## src/rtl/alu_pkg.sv

```systemverilog
// Shared definitions for the execute-stage divide unit.
//   DATA_WIDTH : default operand/result width
//   div_op_e   : Div_Op_i encoding (DIV, DIVU, REM, REMU)
//   div_state_e: divider FSM state encoding
//   ALL_ONES / INT_MIN : special-case result constants at the default width
package alu_pkg;

  localparam int unsigned DATA_WIDTH = 32;

  typedef enum logic [1:0] {
    OP_DIV  = 2'b00,
    OP_DIVU = 2'b01,
    OP_REM  = 2'b10,
    OP_REMU = 2'b11
  } div_op_e;

  typedef enum logic [1:0] {
    IDLE = 2'd0,
    RUN  = 2'd1,
    DONE = 2'd2
  } div_state_e;

  localparam logic [DATA_WIDTH-1:0] ALL_ONES = '1;
  localparam logic [DATA_WIDTH-1:0] INT_MIN  = {1'b1, {(DATA_WIDTH-1){1'b0}}};

endpackage

```

## src/rtl/div_step.sv

```systemverilog
// One combinational restoring-division step.
//   rem_in       : partial remainder from the previous step
//   dividend_msb : next dividend bit shifted into the remainder
//   divisor      : divisor magnitude
//   rem_out      : partial remainder after the trial subtract
//   q_bit        : quotient bit produced by this step
module div_step
  import alu_pkg::*;
#(
  parameter int unsigned W = DATA_WIDTH
) (
  input  logic [W-1:0] rem_in,
  input  logic         dividend_msb,
  input  logic [W-1:0] divisor,
  output logic [W-1:0] rem_out,
  output logic         q_bit
);

  // The shifted remainder keeps rem_in's MSB: with unsigned divisors above
  // 2^(W-1) the partial remainder can legitimately use all W bits.
  logic [W:0]   partial;
  logic [W+1:0] diff;
  logic         unused_bits;

  assign partial = {rem_in, dividend_msb};
  assign diff    = {1'b0, partial} - {2'b00, divisor};

  // Top bit of the widened difference is the borrow.
  assign q_bit   = ~diff[W+1];
  assign rem_out = q_bit ? diff[W-1:0] : partial[W-1:0];

  // Discarded bits: diff[W] is zero whenever it is selected, partial[W]
  // only matters through the subtract.
  assign unused_bits = ^{diff[W], partial[W]};

endmodule

```

## src/rtl/alu_div_unit.sv

```systemverilog
// Iterative RV32M divide/remainder unit (DIV, DIVU, REM, REMU).
// Restoring division, one quotient bit per clock; divide-by-zero and signed
// overflow complete in a single cycle.
//   clk, reset : clock and synchronous active-low reset
//   Start_i    : request, accepted when not busy
//   Div_Op_i   : 00 DIV, 01 DIVU, 10 REM, 11 REMU
//   A_i, B_i   : dividend, divisor
//   Busy_o     : iterating
//   Done_o     : one-cycle completion pulse
//   Result_o   : quotient or remainder, held until the next result load
//   Zero_o     : Result_o == 0
module alu_div_unit
  import alu_pkg::*;
#(
  parameter int unsigned DATA_WIDTH = alu_pkg::DATA_WIDTH
) (
  input  logic                  clk,
  input  logic                  reset,
  input  logic                  Start_i,
  input  logic [1:0]            Div_Op_i,
  input  logic [DATA_WIDTH-1:0] A_i,
  input  logic [DATA_WIDTH-1:0] B_i,
  output logic                  Busy_o,
  output logic                  Done_o,
  output logic [DATA_WIDTH-1:0] Result_o,
  output logic                  Zero_o
);

  localparam int unsigned W     = DATA_WIDTH;
  localparam int unsigned CNT_W = $clog2(W);
  localparam logic [CNT_W-1:0] LAST_CNT  = CNT_W'(W - 1);
  localparam logic [W-1:0]     RES_ONES  = '1;
  localparam logic [W-1:0]     RES_MIN   = {1'b1, {(W-1){1'b0}}};

  div_state_e       state_q, state_d;
  logic [CNT_W-1:0] cnt_q, cnt_d;
  logic [W-1:0]     dividend_q, dividend_d;
  logic [W-1:0]     divisor_q, divisor_d;
  logic [W-1:0]     rem_q, rem_d;
  logic [W-1:0]     quot_q, quot_d;
  logic [W-1:0]     result_q, result_d;
  logic             is_rem_q, is_rem_d;
  logic             neg_q_q, neg_q_d;
  logic             neg_r_q, neg_r_d;

  logic [W-1:0] step_rem;
  logic         step_q;
  logic [W-1:0] quot_final;

  // Decoded request fields
  logic         op_signed;
  logic         op_rem;
  logic         a_neg;
  logic         b_neg;
  logic [W-1:0] a_mag;
  logic [W-1:0] b_mag;
  logic         div_by_zero;
  logic         overflow;

  div_step #(.W(W)) u_step (
    .rem_in       (rem_q),
    .dividend_msb (dividend_q[W-1]),
    .divisor      (divisor_q),
    .rem_out      (step_rem),
    .q_bit        (step_q)
  );

  assign op_signed   = ~Div_Op_i[0];
  assign op_rem      = Div_Op_i[1];
  assign a_neg       = op_signed & A_i[W-1];
  assign b_neg       = op_signed & B_i[W-1];
  assign a_mag       = a_neg ? (W'(0) - A_i) : A_i;
  assign b_mag       = b_neg ? (W'(0) - B_i) : B_i;
  assign div_by_zero = (B_i == '0);
  assign overflow    = op_signed & (A_i == RES_MIN) & (B_i == RES_ONES);
  assign quot_final  = {quot_q[W-2:0], step_q};

  // State and datapath register
  always_ff @(posedge clk) begin
    if (!reset) begin
      state_q    <= IDLE;
      cnt_q      <= '0;
      dividend_q <= '0;
      divisor_q  <= '0;
      rem_q      <= '0;
      quot_q     <= '0;
      result_q   <= '0;
      is_rem_q   <= 1'b0;
      neg_q_q    <= 1'b0;
      neg_r_q    <= 1'b0;
    end else begin
      state_q    <= state_d;
      cnt_q      <= cnt_d;
      dividend_q <= dividend_d;
      divisor_q  <= divisor_d;
      rem_q      <= rem_d;
      quot_q     <= quot_d;
      result_q   <= result_d;
      is_rem_q   <= is_rem_d;
      neg_q_q    <= neg_q_d;
      neg_r_q    <= neg_r_d;
    end
  end

  // Next-state and datapath update
  always_comb begin
    state_d    = state_q;
    cnt_d      = cnt_q;
    dividend_d = dividend_q;
    divisor_d  = divisor_q;
    rem_d      = rem_q;
    quot_d     = quot_q;
    result_d   = result_q;
    is_rem_d   = is_rem_q;
    neg_q_d    = neg_q_q;
    neg_r_d    = neg_r_q;

    case (state_q)
      RUN: begin
        dividend_d = {dividend_q[W-2:0], 1'b0};
        rem_d      = step_rem;
        quot_d     = quot_final;
        if (cnt_q == LAST_CNT) begin
          state_d = DONE;
          if (is_rem_q) result_d = neg_r_q ? (W'(0) - step_rem) : step_rem;
          else          result_d = neg_q_q ? (W'(0) - quot_final) : quot_final;
        end else begin
          cnt_d = cnt_q + CNT_W'(1);
        end
      end

      default: begin
        // IDLE and DONE both accept a new request
        if (Start_i) begin
          is_rem_d = op_rem;
          if (div_by_zero) begin
            state_d  = DONE;
            result_d = op_rem ? A_i : RES_ONES;
          end else if (overflow) begin
            state_d  = DONE;
            result_d = op_rem ? '0 : RES_MIN;
          end else begin
            state_d    = RUN;
            cnt_d      = '0;
            dividend_d = a_mag;
            divisor_d  = b_mag;
            rem_d      = '0;
            quot_d     = '0;
            neg_q_d    = a_neg ^ b_neg;
            neg_r_d    = a_neg;
          end
        end else if (state_q == DONE) begin
          state_d = IDLE;
        end
      end
    endcase
  end

  assign Busy_o   = (state_q == RUN);
  assign Done_o   = (state_q == DONE);
  assign Result_o = result_q;
  assign Zero_o   = (result_q == '0);

endmodule
```

## config.mk

```make
export PLATFORM = sky130hd
export DESIGN_NAME = alu_div_unit
export DESIGN_NICKNAME = d
export VERILOG_FILES = /design/src/rtl/alu_pkg.sv /design/src/rtl/div_step.sv /design/src/rtl/alu_div_unit.sv
export SDC_FILE = /design/constraint.sdc
export NUM_CORES = 1
export LEC_CHECK = 0
export ABC_AREA = 1
export ABC_CLOCK_PERIOD_IN_PS = 11200
export CORE_ASPECT_RATIO = 0.8
export CORE_MARGIN = 1.5
export CORE_UTILIZATION = 31
export CTS_BUF_LIST = sky130_fd_sc_hd__clkbuf_8
export DETAILED_ROUTE_END_ITERATION = 6
export PLACE_DENSITY = 0.58
export SLEW_MARGIN = 20
export SYNTH_ARGS = -nofsm -noshare
export SYNTH_HDL_FRONTEND = slang
export SYNTH_SLANG_ARGS = --single-unit
```

## constraint.sdc

```tcl
create_clock -name clk -period 11.2 [get_ports clk]
set_input_delay 1.68 -clock clk [delete_from_list [all_inputs] [get_ports clk]]
set_output_delay 1.68 -clock clk [all_outputs]
set_load 0.05 [all_outputs]
```

* Yosys cells after proc, flatten, opt, wreduce, memory -nomap -nowiden
Index checks and enable logic that the tools add are counted.
Operators by class: add/subtract/negate cells 6, multiply operators 0, div/mod/pow operators 0, order comparisons 0, equal/unequal tests 9, shift-type cells 0, muxes and demuxes 33, bitwise operators 11, reductions and logical operators 13
Operators by type and width (number):
- 32-bit 2-to-1 mux | 21
- 1-bit by 32-bit subtractor with 32-bit output (first input constant) | 4
- 32-bit == test (second input constant) | 2
- 32-bit zero test | 2
- 33-bit by 32-bit subtractor with 34-bit output | 1
- 31-bit 2-to-1 mux | 1
- 5-bit 2-to-1 mux | 5
- 2-bit 2-to-1 mux | 6
- 3-bit AND reduction | 3
- 4-bit AND reduction | 2
- 2-bit != test (second input constant) | 3
- 1-bit inverter | 6
- 3-bit nonzero test | 2
- 5-bit by 1-bit adder with 5-bit output (second input constant) | 1
- 5-bit == test (second input constant) | 1
- 1-bit AND | 4
- 2-bit AND reduction | 2
- 2-bit by 1-bit == test with 1-bit output (second input constant) | 1
- 2-bit == test (second input constant) | 1
- 2-bit by 1-bit != test with 1-bit output (second input constant) | 1
- 2-bit nonzero test | 1
- 2-bit OR reduction | 1
- 1-bit XOR | 1
Word-level totals: bits in registers 169, bits in latches 0, memory bits (writable) 0, memory bits (read-only) 0, bits of input ports 69, output and inout bits 35, word-level logic and storage cells 83, memories kept 0

* Depth between registers and ports, before layout
Gate-level depths: netlist (run 1).
depth in word-level cells 7, mapped depth 30, depth with buffers taken out 29

* By module
Synthesis (run 1) repeated with hierarchy kept, for this count alone.
Unflattened totals: cell total of the unflattened synthesis 2527, area, all modules 14211.1 um^2
By module, submodules not included:
- alu_div_unit | times used 1, cells an instance 1889, area each 11111.9 um^2, seq. area each 3383.2 um^2
- div_step | times used 1, cells an instance 638, area each 3099.2 um^2, seq. area each 0.0 um^2

* Worst setup path after synthesis (run 1)
OpenSTA, ideal clock, no wires.
path kind input -> register, from in B_i[0], to reg divisor_q[30], setup time 0.128 ns, arrival time 3.769 ns, data required time 11.072 ns, setup slack 7.302 ns, stages on the path 15, buffers on the path 0, cells stage by stage inv_1 > ha_1 > inv_1 > nor3_1 > nor3b_1 > inv_1 > nor3_1 > nand4_1 > nor2_1 > inv_1 > nor4b_1 > nor2_1 > a21oi_1 > xor2_1 > a21oi_1
Between the ends: word-level cells in the longest chain between the ends 4, elaborated cells between the ends (all ways) 8, those cells by class add/sub: 1; eq/ne: 1; mux: 1; bitwise: 3; reduce/logical: 2
Ends and longest elaborated chain:
- start: declaration | line alu_div_unit.sv:22 | input logic [DATA_WIDTH-1:0] B_i,
- parallel branches: the longest is 4 deep, another holds 1-bit by 32-bit subtractor with 32-bit output
- end signal: assignment | line alu_div_unit.sv:95 | divisor_q <= divisor_d;
- end: declaration | line alu_div_unit.sv:38 | logic [W-1:0] divisor_q, divisor_d;
Several ways; the timed one is not identified. A chain may end at the register's enable or synchronous reset.

* Worst setup path after layout (run 1)
from reg divisor_q[28], to reg result_q[30], in the netlist Result_o[30]
Between the ends: word-level cells in the longest chain between the ends 7, elaborated cells between the ends (all ways) 10, those cells by class add/sub: 3; mux: 6; bitwise: 1
Ends and longest elaborated chain:
- 33-bit by 32-bit subtractor with 34-bit output * | line div_step.sv:26 | assign diff = {1'b0, partial} - {2'b00, divisor};
- 32-bit 2-to-1 mux / 1-bit inverter (equally long branches) | line div_step.sv:30, div_step.sv:29
- 1-bit by 32-bit subtractor with 32-bit output, on equally long branches | line alu_div_unit.sv:125, alu_div_unit.sv:126
- 32-bit 2-to-1 mux, on equally long branches | line alu_div_unit.sv:125, alu_div_unit.sv:126
- 32-bit 2-to-1 mux * | line alu_div_unit.sv:125 | if (is_rem_q) result_d = neg_r_q ? (W'(0) - step_rem) : step_rem;
- 32-bit 2-to-1 mux * | line alu_div_unit.sv:123 | if (cnt_q == LAST_CNT) begin
- 32-bit 2-to-1 mux * | line alu_div_unit.sv:118 | case (state_q)
- end signal: assignment | line alu_div_unit.sv:98 | result_q <= result_d;
- end: declaration | line alu_div_unit.sv:41 | logic [W-1:0] result_q, result_d;
Mark *: on every way between the ends. The rest lies on a longest branch, timed or not. The select of a mux whose other input is x is not followed.

==> flow_metrics.py, run 1 <==
metrics = {
    "status": {
        "outcome": "finished clean",
    },
    "yosys": {
        "synth_warn": 0,
        "ys.flop_type": "dfxtp_1",
        "post-synth-top-area-fraction_pct": 25.3,
        "synth_nets": 2379,
        "syn_inst": 2270,
        "netlist-cell-type-count": 57,
        "synth-seq-cells": 169,
        "largest_cells_by_area_after_synthesis": "dfxtp_1, nand2_1, a21oi_1",
        "synthesis.area_sq_um": 13400,
        "synth_area_per_cell_sq_um": 5.90,
        "yosys.area.top_type": "dfxtp_1",
        "synth_edf_count": 0,
        "synth-async-reset-ratio_pct": 0,
        "yosysSeqAreaShare_pct": 25.3,
    },
    "floorplanning": {
        "rows": 67,
        "fp.dieW_um": 235,
        "starting_utilization_of_the_core_area_pct": 31.7,
        "design.portCount": 104,
        "core-area_sq_um": 42300,
        "die_area_sq_um": 44500,
        "fp.dieH_um": 189,
    },
    "global_route": {
        "grt_pass1_wl_mm": 77.1,
        "grt_pass1_vias": 13700,
        "groute.layer.met3.usage_pct": 4.26,
        "grt_start_max_net_pins": 96,
        "globalRouteTotalUtil_pct": 21.8,
        "globalRouteMet2Util_pct": 32.0,
        "grt.met1_usage_pct": 32.7,
        "grt_remaining_overflow": 0,
        "grt_antenna_before_repair": 0,
        "globalRoute.busiestLayer": "met1",
    },
    "clock_network": {
        "htree_num_levels": 4,
        "clk_slew_on_worst_s_h_paths_ns": 0.12,
        "post-cts-setup-buffers": 0,
        "cts.sink_count": 169,
        "cts_made_buffers": 17,
        "post_cts_hold_buffer_count": 0,
        "clk-insertion-delay-late_ns": 0.49,
        "tritoncts": "yes",
        "clk_path_buf_depth": 2,
        "cts-resized-gates": 0,
        "ctsRootBufferMaster": "clkbuf_8",
    },
    "finish": {
        "layout.core_utilization_pct": 36.0,
        "final_cell_mix": "nand2_1, inv_1, a21oi_1",
        "layout.filler_cells": 4786,
        "final_area_sq_um": 15200,
        "antenna-diode-count": 0,
        "final_layout_size_suffix_gt1_share_pct": 5.12,
        "final_nets": 2421,
        "final_common_cell": "nand2_1",
        "area_growth_pct": 13.6,
        "final_cell_count_no_fill": 2877,
    },
    "pwr": {
        "max_vdd_drop_mv": 0.0807,
        "powerDensity_nw_per_um2": 104,
        "p_leak_nw": 6.86,
    },
    "setup_path": {
        "critical_path_peak_fanout": 55,
        "critPathBufInv": 2,
        "path_class": "flip-flop to flip-flop",
        "timing.critical_path.from": "divisor_q[28]",
        "worst-path-stages": 24,
        "timing.critical_path.cells": "inv_1, ha_1, a21oi_1, nand2_1, nand2_1, nand2_2, nor2_8, nand2_8, inv_2, ha_1, nand3_1, nor3_1, nand3_1, nor3_2, nand3_1, o21ai_0, o21ai_1, nor2_1, o21ai_0, a21oi_1, o21ai_0, nand2_1, nand2_1, a21oi_2",
        "cp_data_required_time_ns": 11.62,
        "slowest_delay_ns": 0.37,
        "r2r_cells": 24,
        "r2r_setup_slack_ns": 5.85,
        "crit_path_frequent_cell": "nand2_1",
        "setup.worst_path.start_class": "flip-flop",
        "source_of_the_worst_register_to_register_timing_path": "divisor_q[28]",
        "timing.critical_path.max_delay_family": "simple AND/OR/NAND/NOR gates",
        "arrival_ns": 5.77,
        "r2r_end": "Result_o[30]",
        "worst_setup_path_end_kind": "flip-flop",
        "cpMaxStageDelayCell": "inv_2",
        "capture_point_of_the_worst_path": "Result_o[30]",
    },
    "timing": {
        "period_share_pct": 47.8,
        "tightest_slew_margin_relative_to_the_limit_pct": 31.5,
        "report.final.setup_viol": 0,
        "timing.fmax_mhz": 187,
        "layout_min_cycle_time_ns": 5.35,
        "hold_viol_final": 0,
        "final_max_slew_viols": 0,
        "unrepaired_setup_endpoints_after_global_routing": "no",
        "fin_skew_ns": 0.0218,
        "postLayoutSetupSlackWorst_ns": 5.85,
        "setup-tns-final_ns": 0,
        "max_slew.worst_pin.slew_ns": 1.03,
    },
    "drt": {
        "drt-wirelength-per-cell_um": 17.0,
        "ant_nets": 0,
        "remaining_drc_errors": 0,
        "drt_iter0_drc": 1588,
        "firstDrtPassIters": 7,
        "post_drt_via_cell_ratio": 5.15,
        "num_vias": 14800,
        "detail_route.wirelength_mm": 49.0,
    },
    "run": {
        "cap_violations": 0,
    },
    "placement": {
        "placedCellCount": 2845,
        "place_area_sq_um": 14800,
        "dp.final_hpwl_mm": 37.9,
        "gp_congestion": 0.935,
        "port_buffers": 103,
        "dpl_worst_slack_ns": 5.68,
    },
    "worst_hold_path": {
        "worstHoldPathType": "flip-flop to flip-flop",
    },
}
Yosys cell counts (all sizes together) (2+ instances only):
cell    count
ha         39
o21bai      4
a21oi     221
nand4      29
o31ai       6
xnor2      18
and3        4
nor3b       4
or2         6
inv       280
xor2       48
nand3b     11
o21ai     153
nor2      233
nand3     131
buf        26
o41ai       2
nor3       39
nand2     702
clkbuf     67
a221oi      2
a22oi       6
nor4       20
a31oi      21
o211ai      8
dfxtp     169
a211oi      3
o22ai       6
o32ai       3
cells by family (layout without fill, tap and decap cells):
family	after synthesis	count (layout)	share of synthesized area, %
AOI/OAI and AO/OA	440	440	17.9
xor gates and xnor gates	66	66	4.31
and+or+nand+nor	1181	1181	37.7
DFF	169	169	25.3
buffers and inverters	374	429	11.0
adders and majority gates	40	40	3.79
worst reg2reg max path, cell delays in order, from the launching register on:
cell	delay, ns
dfxtp_1	0.32
inv_1	0.22
ha_1	0.35
a21oi_1	0.27
nand2_1	0.08
nand2_1	0.07
nand2_2	0.09
nor2_8	0.29
nand2_8	0.28
inv_2	0.39
ha_1	0.27
nand3_1	0.13
nor3_1	0.27
nand3_1	0.21
nor3_2	0.28
nand3_1	0.18
o21ai_0	0.30
o21ai_1	0.20
nor2_1	0.19
o21ai_0	0.13
a21oi_1	0.13
o21ai_0	0.14
nand2_1	0.11
nand2_1	0.16
a21oi_2	0.20
registers in the layout, summed over array words and instances, names as in the netlist:
register and cells:
neg_r_q 1, cnt_q 5, quot_q 31, state_q 2, Result_o 32, divisor_q 32, dividend_q 32, rem_q 32
is_rem_q 1, neg_q_q 1
per-layer routing:
layer	routed length, um	share of wire, %
met5	0	0
met4	692	1.4
met3	4050	8.3
met2	19900	41
met1	24400	50
final cells by class:
type / count / area, sq um / area share [%]
flip-flops and latches: 169 / 3380 / 22.2
clock buffers: 17 / 234 / 1.54
multi-input cells: 1727 / 8560 / 56.2
well taps: 552 / 691 / 4.54
repair buffers: 116 / 1120 / 7.38
inverters: 281 / 1060 / 6.94
clock inverters: 15 / 171 / 1.13
worst min-delay path by stage:
stage	from	to	slack [ns]	depth (start not counted)
4_1_cts	cnt_q[4]	cnt_q[4]	0.48	2
3_5_place_dp	dividend_q[12]	dividend_q[12]	0.46	2
3_3_place_gp	dividend_q[10]	dividend_q[10]	0.45	2
6_report	cnt_q[4]	cnt_q[4]	0.48	2
5_1_grt	dividend_q[12]	dividend_q[12]	0.49	2
2_1_floorplan	divisor_q[28]	divisor_q[28]	0.44	2
metrics by stage:
stage	hold slack, ns	power (mW)
floorplan	0.435	0.980
global placement	0.454	1.14
detailed placement	0.461	1.14
CTS	0.477	1.59
global route	0.494	1.67
finish	0.476	1.59
power breakdown:
part	total (mW)	leakage, nW	switching, mW	internal (mW)
registers	0.656	1.38	0.0225	0.633
clock network	0.454	0.198	0.283	0.171
logic	0.480	5.28	0.332	0.148
No activity file was read; power rests on OpenSTA's default activity.
==> run 2, diff against run 1 <==
--- a/config.mk
+++ b/config.mk
@@ -6,13 +6,13 @@
 export NUM_CORES = 1
 export LEC_CHECK = 0
 export ABC_AREA = 1
-export ABC_CLOCK_PERIOD_IN_PS = 11200
+export ABC_CLOCK_PERIOD_IN_PS = 4700
 export CORE_ASPECT_RATIO = 0.8
 export CORE_MARGIN = 1.5
 export CORE_UTILIZATION = 31
 export CTS_BUF_LIST = sky130_fd_sc_hd__clkbuf_8
 export DETAILED_ROUTE_END_ITERATION = 6
-export PLACE_DENSITY = 0.58
+export PLACE_DENSITY = 0.59
 export SLEW_MARGIN = 20
 export SYNTH_ARGS = -nofsm -noshare
 export SYNTH_HDL_FRONTEND = slang
==> constraint.sdc (replaced) <==
create_clock -name clk -period 4.7 [get_ports clk]
set_input_delay 0.705 -clock clk [delete_from_list [all_inputs] [get_ports clk]]
set_output_delay 0.705 -clock clk [all_outputs]
set_load 0.05 [all_outputs]
==> run 2 against run 1 <==
Global-route usage is 0.71 points higher; design area increased by 0.72%; fmax grew 28%; critical endpoint unchanged; core utilization grew 0.26 points; clock skew is 0.011 ns higher; flip-flop and latch count is the same; critical path depth unchanged; clock power grew to 2.5 times the previous value; via count is 2.6% higher; count of clock-buffer cells in the layout unchanged; critical path type unchanged.
==> flow_metrics.py, run 2 (same netlist as run 1, synthesis figures left out) <==
metrics = {
    "status": {
        "outcome": "finished clean",
    },
    "pwr": {
        "switching_power_mw": 1.55,
        "max_vdd_drop_mv": 0.219,
        "p_sw_share_pct": 40.0,
        "clkPwrFrac_pct": 29.7,
        "powerDensity_nw_per_um2": 253,
        "p_comb_share_pct": 30.0,
        "power_frac_seq_pct": 40.3,
        "p_leak_nw": 6.92,
        "power.internal_mw": 2.33,
    },
    "clock_network": {
        "htree_num_levels": 4,
        "cts.sink_count": 169,
        "clk_slew_on_worst_s_h_paths_ns": 0.13,
        "tritoncts": "yes",
        "ctsRootBufferMaster": "clkbuf_8",
        "cts_made_buffers": 17,
        "post-cts-setup-buffers": 0,
        "clk-insertion-delay-late_ns": 0.53,
        "clk_path_buf_depth": 2,
    },
    "floorplanning": {
        "die_area_sq_um": 44500,
        "design.portCount": 104,
        "rows": 67,
        "core-area_sq_um": 42300,
        "fp.dieH_um": 189,
        "starting_utilization_of_the_core_area_pct": 31.7,
        "fp.dieW_um": 235,
    },
    "finish": {
        "final_area_sq_um": 15300,
        "layout.core_utilization_pct": 36.3,
        "final_common_cell": "nand2_1",
        "final_nets": 2430,
        "final_cell_mix": "nand2_1, inv_1, a21oi_1",
        "final_layout_size_suffix_gt1_share_pct": 5.48,
        "layout.filler_cells": 4691,
        "area_growth_pct": 14.4,
    },
    "placement": {
        "place_area_sq_um": 14900,
        "port_buffers": 103,
        "dp.final_hpwl_mm": 39.6,
        "gp_congestion": 0.958,
    },
    "timing": {
        "layout_min_cycle_time_ns": 4.19,
        "tightest_slew_margin_relative_to_the_limit_pct": 37.2,
        "fin_skew_ns": 0.0329,
        "setup-tns-final_ns": 0,
        "final_max_slew_viols": 0,
        "unrepaired_setup_endpoints_after_global_routing": "no",
        "report.final.setup_viol": 0,
        "hold_viol_final": 0,
        "period_share_pct": 89.1,
        "timing.fmax_mhz": 239,
        "max_slew.worst_pin.slew_ns": 0.939,
    },
    "setup_path": {
        "critical_path_peak_fanout": 21,
        "cp_data_required_time_ns": 5.18,
        "arrival_ns": 4.67,
        "worst_setup_path_end_kind": "flip-flop",
        "setup.worst_path.start_class": "flip-flop",
        "path_class": "flip-flop to flip-flop",
    },
    "drt": {
        "remaining_drc_errors": 0,
        "firstDrtPassIters": 5,
        "ant_nets": 0,
        "detail_route.wirelength_mm": 50.8,
        "post_drt_via_cell_ratio": 5.27,
        "drt_iter0_drc": 1610,
        "num_vias": 15200,
        "drt-wirelength-per-cell_um": 17.6,
    },
    "global_route": {
        "grt_remaining_overflow": 0,
        "grt_antenna_before_repair": 1,
        "globalRouteTotalUtil_pct": 22.5,
        "grt_pass1_vias": 13800,
        "grt_pass1_wl_mm": 79.2,
        "grt_start_max_net_pins": 83,
    },
    "worst_hold_path": {
        "worstHoldPathType": "flip-flop to flip-flop",
    },
    "run": {
        "cap_violations": 0,
    },
}
[run 2: path summary, 6_finish.rpt]
kind                  startpoint             end  slack, ns  depth (start not counted)
setup / recovery   divisor_q[28]    Result_o[30]       0.51                         24
hold / removal    dividend_q[22]  dividend_q[22]       0.47                          2
setup reg to reg   divisor_q[28]    Result_o[30]       0.51                         24
hold reg to reg   dividend_q[22]  dividend_q[22]       0.47                          2
[run 2: per-stage QoR]
stage	setup WS, ns	cells	power, mW	hold slack, ns
6_report	0.512	2887	3.88	0.473
5_1_grt	0.0141	2886	4.08	0.500
4_1_cts	0.485	2886	3.89	0.472
3_5_place_dp	0.349	2854	2.74	0.456
3_3_place_gp	0.292	2854	2.74	0.452
2_1_floorplan	1.00	2270	2.34	0.435
[run 2: what timing repair did]
item | 4_1_cts | 5_1_grt
hold endpoints to repair | 0 | 0
setup endpoints to repair | 0 | 1
gates resized for setup | 0 | 1
hold buffers | 0 | 0
[run 2: routing by layer]
| layer | part of all wire [%] | global-route usage (%) | vias up |
|---|---|---|---|
| met5 | 0 | 0 | - |
| met4 | 1.0 | 4.32 | 0 |
| met3 | 7.9 | 2.96 | 34 |
| met2 | 42 | 33.9 | 657 |
| met1 | 49 | 34.0 | 7044 |
| li1 | - | - | 7467 |
[run 2: cell type report]
type	count	area (sq um)	area share [%]
Clock inverter	15	199	1.30
Multi-Input combinational cell	1727	8560	55.8
Sequential cell	169	3380	22.1
Antenna cell	1	2.50	0.0163
Tap cell	552	691	4.51
Inverter	281	1060	6.89
Clock buffer	17	234	1.53
Timing Repair Buffer	125	1200	7.85
[run 2: worst max-delay path, stage by stage, from the launching register on]
cell     delay (ns)
dfxtp_1        0.34
inv_1          0.13
ha_1           0.40
a21oi_1        0.28
nand2_1        0.11
nand2_1        0.10
nand2_2        0.10
nor2_8         0.18
nand2_8        0.13
inv_2          0.08
ha_1           0.18
nand3_1        0.13
nor3_1         0.28
nand3_1        0.20
nor3_2         0.21
nand3_1        0.16
o21ai_1        0.21
o21ai_1        0.13
nor2_1         0.18
o21ai_0        0.14
a21oi_1        0.14
o21ai_0        0.09
nand2_1        0.07
nand2_1        0.06
a21oi_2        0.14
[run 2: power groups by stage]
stage / Combinational, mW / Sequential, mW / Clock (mW)
2_1_floorplan: 0.676 / 1.66 / 0
3_3_place_gp: 1.15 / 1.59 / 0
3_5_place_dp: 1.14 / 1.59 / 0
4_1_cts: 1.15 / 1.56 / 1.17
5_1_grt: 1.28 / 1.57 / 1.23
6_report: 1.17 / 1.56 / 1.15
